===== config.mk =====
export PLATFORM = sky130hd
export DESIGN_NAME = typing_stats
export DESIGN_NICKNAME = d
export VERILOG_FILES = /design/src/rtl/typing_stats.sv
export SDC_FILE = /design/constraint.sdc
export NUM_CORES = 1
export LEC_CHECK = 0
export BUFFER_PORTS_ARGS = -buffer_cell sky130_fd_sc_hd__clkbuf_2
export CAP_MARGIN = 20
export CORE_UTILIZATION = 65
export DETAILED_ROUTE_END_ITERATION = 10
export HOLD_SLACK_MARGIN = 0.08
export PLACE_DENSITY = 0.89
export SYNTH_ARGS = -nofsm -noshare
export SYNTH_HDL_FRONTEND = slang
export SYNTH_SLANG_ARGS = --single-unit

===== constraint.sdc =====
create_clock -name clk -period 9.1 [get_ports clk]
set_input_delay 1.365 -clock clk [delete_from_list [all_inputs] [get_ports clk]]
set_output_delay 1.365 -clock clk [all_outputs]
set_load 0.01 [all_outputs]

===== src/rtl/typing_stats.sv =====
// typing_stats: per-race keystroke/time statistics with a shared divider.
//
// While a race runs, counts correct keys, total keys and 0.1 s ticks. When
// the race ends, one restoring divider (18 cycles per division) computes
// words-per-minute and then accuracy. The two results are presented together
// with a single-cycle finish pulse.
//
// Ports:
//   clk          system clock
//   rst          asynchronous, active-high reset
//   tick         one-cycle pulse every 0.1 s (free-running)
//   start        one-cycle pulse: begin (or restart) a race
//   key_valid    one-cycle pulse per typed character
//   key_correct  qualifies key_valid: character matched the target
//   done         one-cycle pulse: last target character typed
//   wpm          words per minute of the last race, 0..WPM_MAX
//   acc          accuracy percent of the last race, 0..100
//   finish       one-cycle pulse: wpm/acc newly valid
//   busy         race running or results being computed
//   elapsed      tick count of the current/last race
module typing_stats #(
    parameter int CHARS_PER_WORD = 5,
    parameter int TICKS_PER_MIN  = 600,
    parameter int WPM_MAX        = 999
) (
    input  logic        clk,
    input  logic        rst,
    input  logic        tick,
    input  logic        start,
    input  logic        key_valid,
    input  logic        key_correct,
    input  logic        done,
    output logic [9:0]  wpm,
    output logic [9:0]  acc,
    output logic        finish,
    output logic        busy,
    output logic [15:0] elapsed
);

    localparam logic [17:0] WPM_SCALE = 18'(TICKS_PER_MIN / CHARS_PER_WORD);
    localparam logic [17:0] ACC_SCALE = 18'd100;
    localparam logic [4:0]  LAST_STEP = 5'd17;

    typedef enum logic [2:0] {IDLE, RUN, DIV_WPM, DIV_ACC, DONE} state_t;

    state_t      state, state_next;

    logic [9:0]  correct_cnt, total_cnt;
    logic [9:0]  correct_nxt, total_nxt;
    logic [15:0] elapsed_nxt;

    // Divider registers: dvd shifts the dividend out and the quotient in.
    logic [17:0] dvd;
    logic [15:0] dvs;
    logic [15:0] rem;
    logic [4:0]  step_cnt;
    logic        step_last;
    logic        acc_zero;
    logic [9:0]  wpm_hold;

    logic [16:0] shifted;
    logic        ge;
    logic [15:0] rem_step;
    logic [17:0] quot_step;

    logic [17:0] wpm_dividend, acc_dividend;
    logic [15:0] wpm_divisor, acc_divisor;

    function automatic logic [9:0] sat_wpm(input logic [17:0] q);
        if (q > 18'(WPM_MAX)) return 10'(WPM_MAX);
        return q[9:0];
    endfunction

    // Counter values after this edge's keys/tick; used so that activity on
    // the same edge as done is included in the WPM operands.
    assign correct_nxt = correct_cnt +
        {9'd0, key_valid && key_correct && (correct_cnt != 10'h3FF)};
    assign total_nxt   = total_cnt + {9'd0, key_valid && (total_cnt != 10'h3FF)};
    assign elapsed_nxt = elapsed + {15'd0, tick && (elapsed != 16'hFFFF)};

    assign wpm_dividend = 18'(correct_nxt) * WPM_SCALE;
    assign wpm_divisor  = (elapsed_nxt == 16'd0) ? 16'd1 : elapsed_nxt;
    assign acc_dividend = 18'(correct_cnt) * ACC_SCALE;
    // A zero key count still runs the divider (fixed latency) against 1.
    assign acc_divisor  = (total_cnt == 10'd0) ? 16'd1 : {6'd0, total_cnt};

    // One restoring step. The remainder stays below the divisor, so the
    // low 16 bits of the subtraction are exact whenever ge is set.
    assign shifted   = {rem, dvd[17]};
    assign ge        = (shifted >= {1'b0, dvs});
    assign rem_step  = ge ? (shifted[15:0] - dvs) : shifted[15:0];
    assign quot_step = {dvd[16:0], ge};
    assign step_last = (step_cnt == LAST_STEP);

    always_ff @(posedge clk or posedge rst) begin
        if (rst) state <= IDLE;
        else     state <= state_next;
    end

    always_comb begin
        state_next = state;
        case (state)
            IDLE:    if (start) state_next = RUN;
            RUN:     if (!start && done) state_next = DIV_WPM;
            DIV_WPM: if (step_last) state_next = DIV_ACC;
            DIV_ACC: if (step_last) state_next = DONE;
            DONE:    state_next = IDLE;
            default: state_next = IDLE;
        endcase
    end

    assign finish = (state == DONE);
    assign busy   = (state == RUN) || (state == DIV_WPM) || (state == DIV_ACC);

    always_ff @(posedge clk or posedge rst) begin
        if (rst) begin
            correct_cnt <= '0;
            total_cnt   <= '0;
            elapsed     <= '0;
            dvd         <= '0;
            dvs         <= '0;
            rem         <= '0;
            step_cnt    <= '0;
            acc_zero    <= 1'b0;
            wpm_hold    <= '0;
            wpm         <= '0;
            acc         <= '0;
        end else begin
            case (state)
                IDLE: begin
                    if (start) begin
                        correct_cnt <= '0;
                        total_cnt   <= '0;
                        elapsed     <= '0;
                    end
                end
                RUN: begin
                    if (start) begin
                        correct_cnt <= '0;
                        total_cnt   <= '0;
                        elapsed     <= '0;
                    end else begin
                        correct_cnt <= correct_nxt;
                        total_cnt   <= total_nxt;
                        elapsed     <= elapsed_nxt;
                        if (done) begin
                            dvd      <= wpm_dividend;
                            dvs      <= wpm_divisor;
                            rem      <= '0;
                            step_cnt <= '0;
                        end
                    end
                end
                DIV_WPM: begin
                    dvd      <= quot_step;
                    rem      <= rem_step;
                    step_cnt <= step_cnt + 5'd1;
                    if (step_last) begin
                        // WPM quotient complete; reload for accuracy.
                        wpm_hold <= sat_wpm(quot_step);
                        dvd      <= acc_dividend;
                        dvs      <= acc_divisor;
                        acc_zero <= (total_cnt == 10'd0);
                        rem      <= '0;
                        step_cnt <= '0;
                    end
                end
                DIV_ACC: begin
                    dvd      <= quot_step;
                    rem      <= rem_step;
                    step_cnt <= step_cnt + 5'd1;
                    if (step_last) begin
                        wpm <= wpm_hold;
                        acc <= acc_zero ? 10'd0 : quot_step[9:0];
                    end
                end
                default: ;
            endcase
        end
    end

endmodule


==> results.json <==
{
  "irDropWorstVdd_uv": 177,
  "drc_errors": 0,
  "final_layout_size_suffix_gt1_share_pct": 10.1,
  "antenna_left": 0,
  "cap_viol_max_count": 0,
  "hold_path_class": "register to register",
  "slew_viol_final": 0,
  "swShare_pct": 42.9,
  "die_x_um": 120,
  "met1_usage_pct": 46.4,
  "p_total_mw": 2.94,
  "antenna_cells": 0,
  "worstSetupEndpointType": "register",
  "num_vias": 7934,
  "critical_path_class": "primary input to register",
  "ios": 45,
  "post_cts_buffers": 0,
  "netlist_top_cells_area": "dfrtp_1 35%, ha_1 11%, nand2_1 5.3%",
  "wl_per_cell_um": 18.3,
  "clockPowerShare_pct": 21.8,
  "switchingPower_mw": 1.26,
  "die_h_um": 120,
  "cts_tree": "built",
  "fin_crit_sh_pct": 54.2,
  "htreeDepth": 4,
  "drtIter0Drc": 644,
  "finalSetupTns_ns": 0,
  "gp_congestion": 0.911,
  "synthFlopType": "dfrtp_1",
  "netlist_area_um2": 8980,
  "cts_made_buffers": 17,
  "synth_common_cells": "127 x nand2_1, 125 x dfrtp_1, 95 x o21ai_0",
  "cts-root-buf": "clkbuf_16",
  "area_delta_synth_final_pct": 9.43,
  "port_buffers": 44,
  "avgSynthCellArea_um2": 8.82,
  "insertion_delay_ns": 0.43,
  "synthCells": 1018,
  "firstDrtPassIters": 5,
  "finalHoldViolCount": 0,
  "vias_per_cell": 6.47,
  "worstPathArrival_ns": 5.28,
  "relSlewSlack_pct": 31.2,
  "async_reset_ff_share_pct": 100,
  "fin_skew_ns": 0.00695,
  "powerDensity_nw_per_um2": 299,
  "fillCellCount": 973,
  "grt.total_usage_pct": 32.8,
  "outcome": "completed",
  "synth_nets": 1119,
  "required_ns": 9.45,
  "hold_depth": 2,
  "p_int_mw": 1.68,
  "synth_cell_types": 70,
  "dieArea_um2": 14300,
  "yosysMostFrequentCell": "nand2_1",
  "grt_max_degree": 65,
  "fmax_mhz": 203,
  "dp_hpwl_um": 15500,
  "grt_overflow_total": 0,
  "nets": 1140,
  "synth_top_area_cell": "dfrtp_1",
  "grt_pass1_vias": 7489,
  "r2r_cells": 16,
  "finalCriticalPeriod_ns": 4.93,
  "core-area_um2": 13300,
  "clk_pin_slew_worst_paths_ns": 0.06,
  "rows": 42,
  "start_kind": "primary input",
  "cts_resized": 0,
  "finalSetupViolations": 0,
  "worstMarginPinSlew_ns": 1.03,
  "grt_use_met2_pct": 50.3,
  "leakagePower_nw": 4.67,
  "antenna_found_initial": 0,
  "start_util_pct": 67.3,
  "grt_setup_unrepaired": "no",
  "clk_path_buf_depth": 2,
  "yosys_warnings": 0,
  "synth_seq_cells": 125,
  "p_comb_share_pct": 46.5,
  "crit_fanout": 7,
  "cts_sinks": 125,
  "grt.busiest_layer": "met2",
  "ys_seq_area_share_pct": 34.8,
  "grt_pass1_wl_um": 37000,
  "power_frac_seq_pct": 31.7,
  "synth-edff-count": 0,
  "postCtsHoldBufs": 0,
  "synth.top_cell.area_share_pct": 34.8,
  "use_met3_pct": 5.85,
  "wirelength_um": 22500
}
## stage by stage
stage / utilization (%) / cell area [um2] / instances / setup slack [ns] / hold WS [ns]
5_1_grt: 73.7 / 9830 / 1227 / 3.92 / 0.494
4_1_cts: 73.6 / 9820 / 1226 / 4.18 / 0.469
2_1_floorplan: - / 8980 / 1018 / 4.25 / 0.438
6_report: 73.7 / 9830 / 1227 / 4.17 / 0.468
3_3_place_gp: 69.5 / 9270 / 1195 / 3.89 / 0.450
3_5_place_dp: 69.5 / 9270 / 1195 / 3.79 / 0.455
## final timing paths
path / from / to / slack (ns)
min reg2reg: wpm_hold[0]$_DFFE_PP0P_ / wpm[0]$_DFFE_PP0P_ / 0.47
max in group asynchronous: rst / dvd[4]$_DFFE_PP0P_ / 6.72
min: wpm_hold[0]$_DFFE_PP0P_ / wpm[0]$_DFFE_PP0P_ / 0.47
min in group asynchronous: rst / rem[14]$_DFFE_PP0P_ / 1.07
max reg2reg: correct_cnt[2]$_DFFE_PP0P_ / dvd[12]$_DFFE_PP0P_ / 4.19
max: key_valid / dvd[12]$_DFFE_PP0P_ / 4.17
## cell families (layout without fill, tap and decap cells)
logic type	after synthesis	in the layout	synth area share [%]
AOI/OAI and AO/OA	281	281	20.6
xor gates and xnor gates	60	60	5.85
adders and majority gates	97	97	14.8
buffers and inverters	126	159	5.64
DFF	125	125	34.8
muxes	11	11	1.24
and+or+nand+nor	318	318	17.1
## critical path, cell delays in order
cell,delay [ns]
clkbuf_2,0.10
o211a_1,0.17
ha_1,0.26
nand4_1,0.15
xnor2_1,0.62
xnor2_1,0.26
xnor2_1,0.20
fa_1,0.53
inv_1,0.05
ha_1,0.35
o21ai_0,0.15
o21ai_0,0.35
a21oi_1,0.11
or3b_2,0.45
a31oi_1,0.17
## final cells by class
cell class                 instances  area, um2  share of cell area (%)
sequential                       125       3130                    31.8
timing repair buffer              54        295                    3.00
clock inverter                    11       95.1                   0.967
inverter                          74        280                    2.85
multi-input combinational        767       5360                    54.5
clock buffer                      20        457                    4.65
tap                              176        220                    2.24
## state kept, by name, summed over array words and instances, names as in the netlist
register / count
dvd: 18
dvs: 16
elapsed: 16
rem: 16
acc: 10
correct_cnt: 10
total_cnt: 10
wpm: 10
wpm_hold: 10
step_cnt: 5
state: 3
acc_zero: 1
## cells in the final DEF, fill, tap and decap left out, drive strengths merged, types with 24 or more instances in the layout
cell type,count
nand3,24
dfrtp,125
xnor2,31
inv,74
o21ai,98
nand4,31
nand2,127
clkbuf,64
a21oi,32
ha,78
nor2,58
xor2,29
## power by group through the flow
stage	sequential (mW)	clock [mW]	combinational, mW
after CTS	0.926	0.642	1.34
after floorplan	0.869	0	1.04
after global routing	0.953	0.669	1.50
after global placement	0.921	0	1.26
final	0.933	0.641	1.37
after detailed placement	0.930	0	1.32
## metal layers
metal | share of wire [%] | wire length [um] | vias to the layer above
met5 | 0 | 0 | -
met4 | 2.7 | 601 | 0
met3 | 8.2 | 1850 | 69
met2 | 45 | 10100 | 416
met1 | 44 | 9900 | 3764
li1 | - | - | 3685
Power figures use the tool's default switching activity.
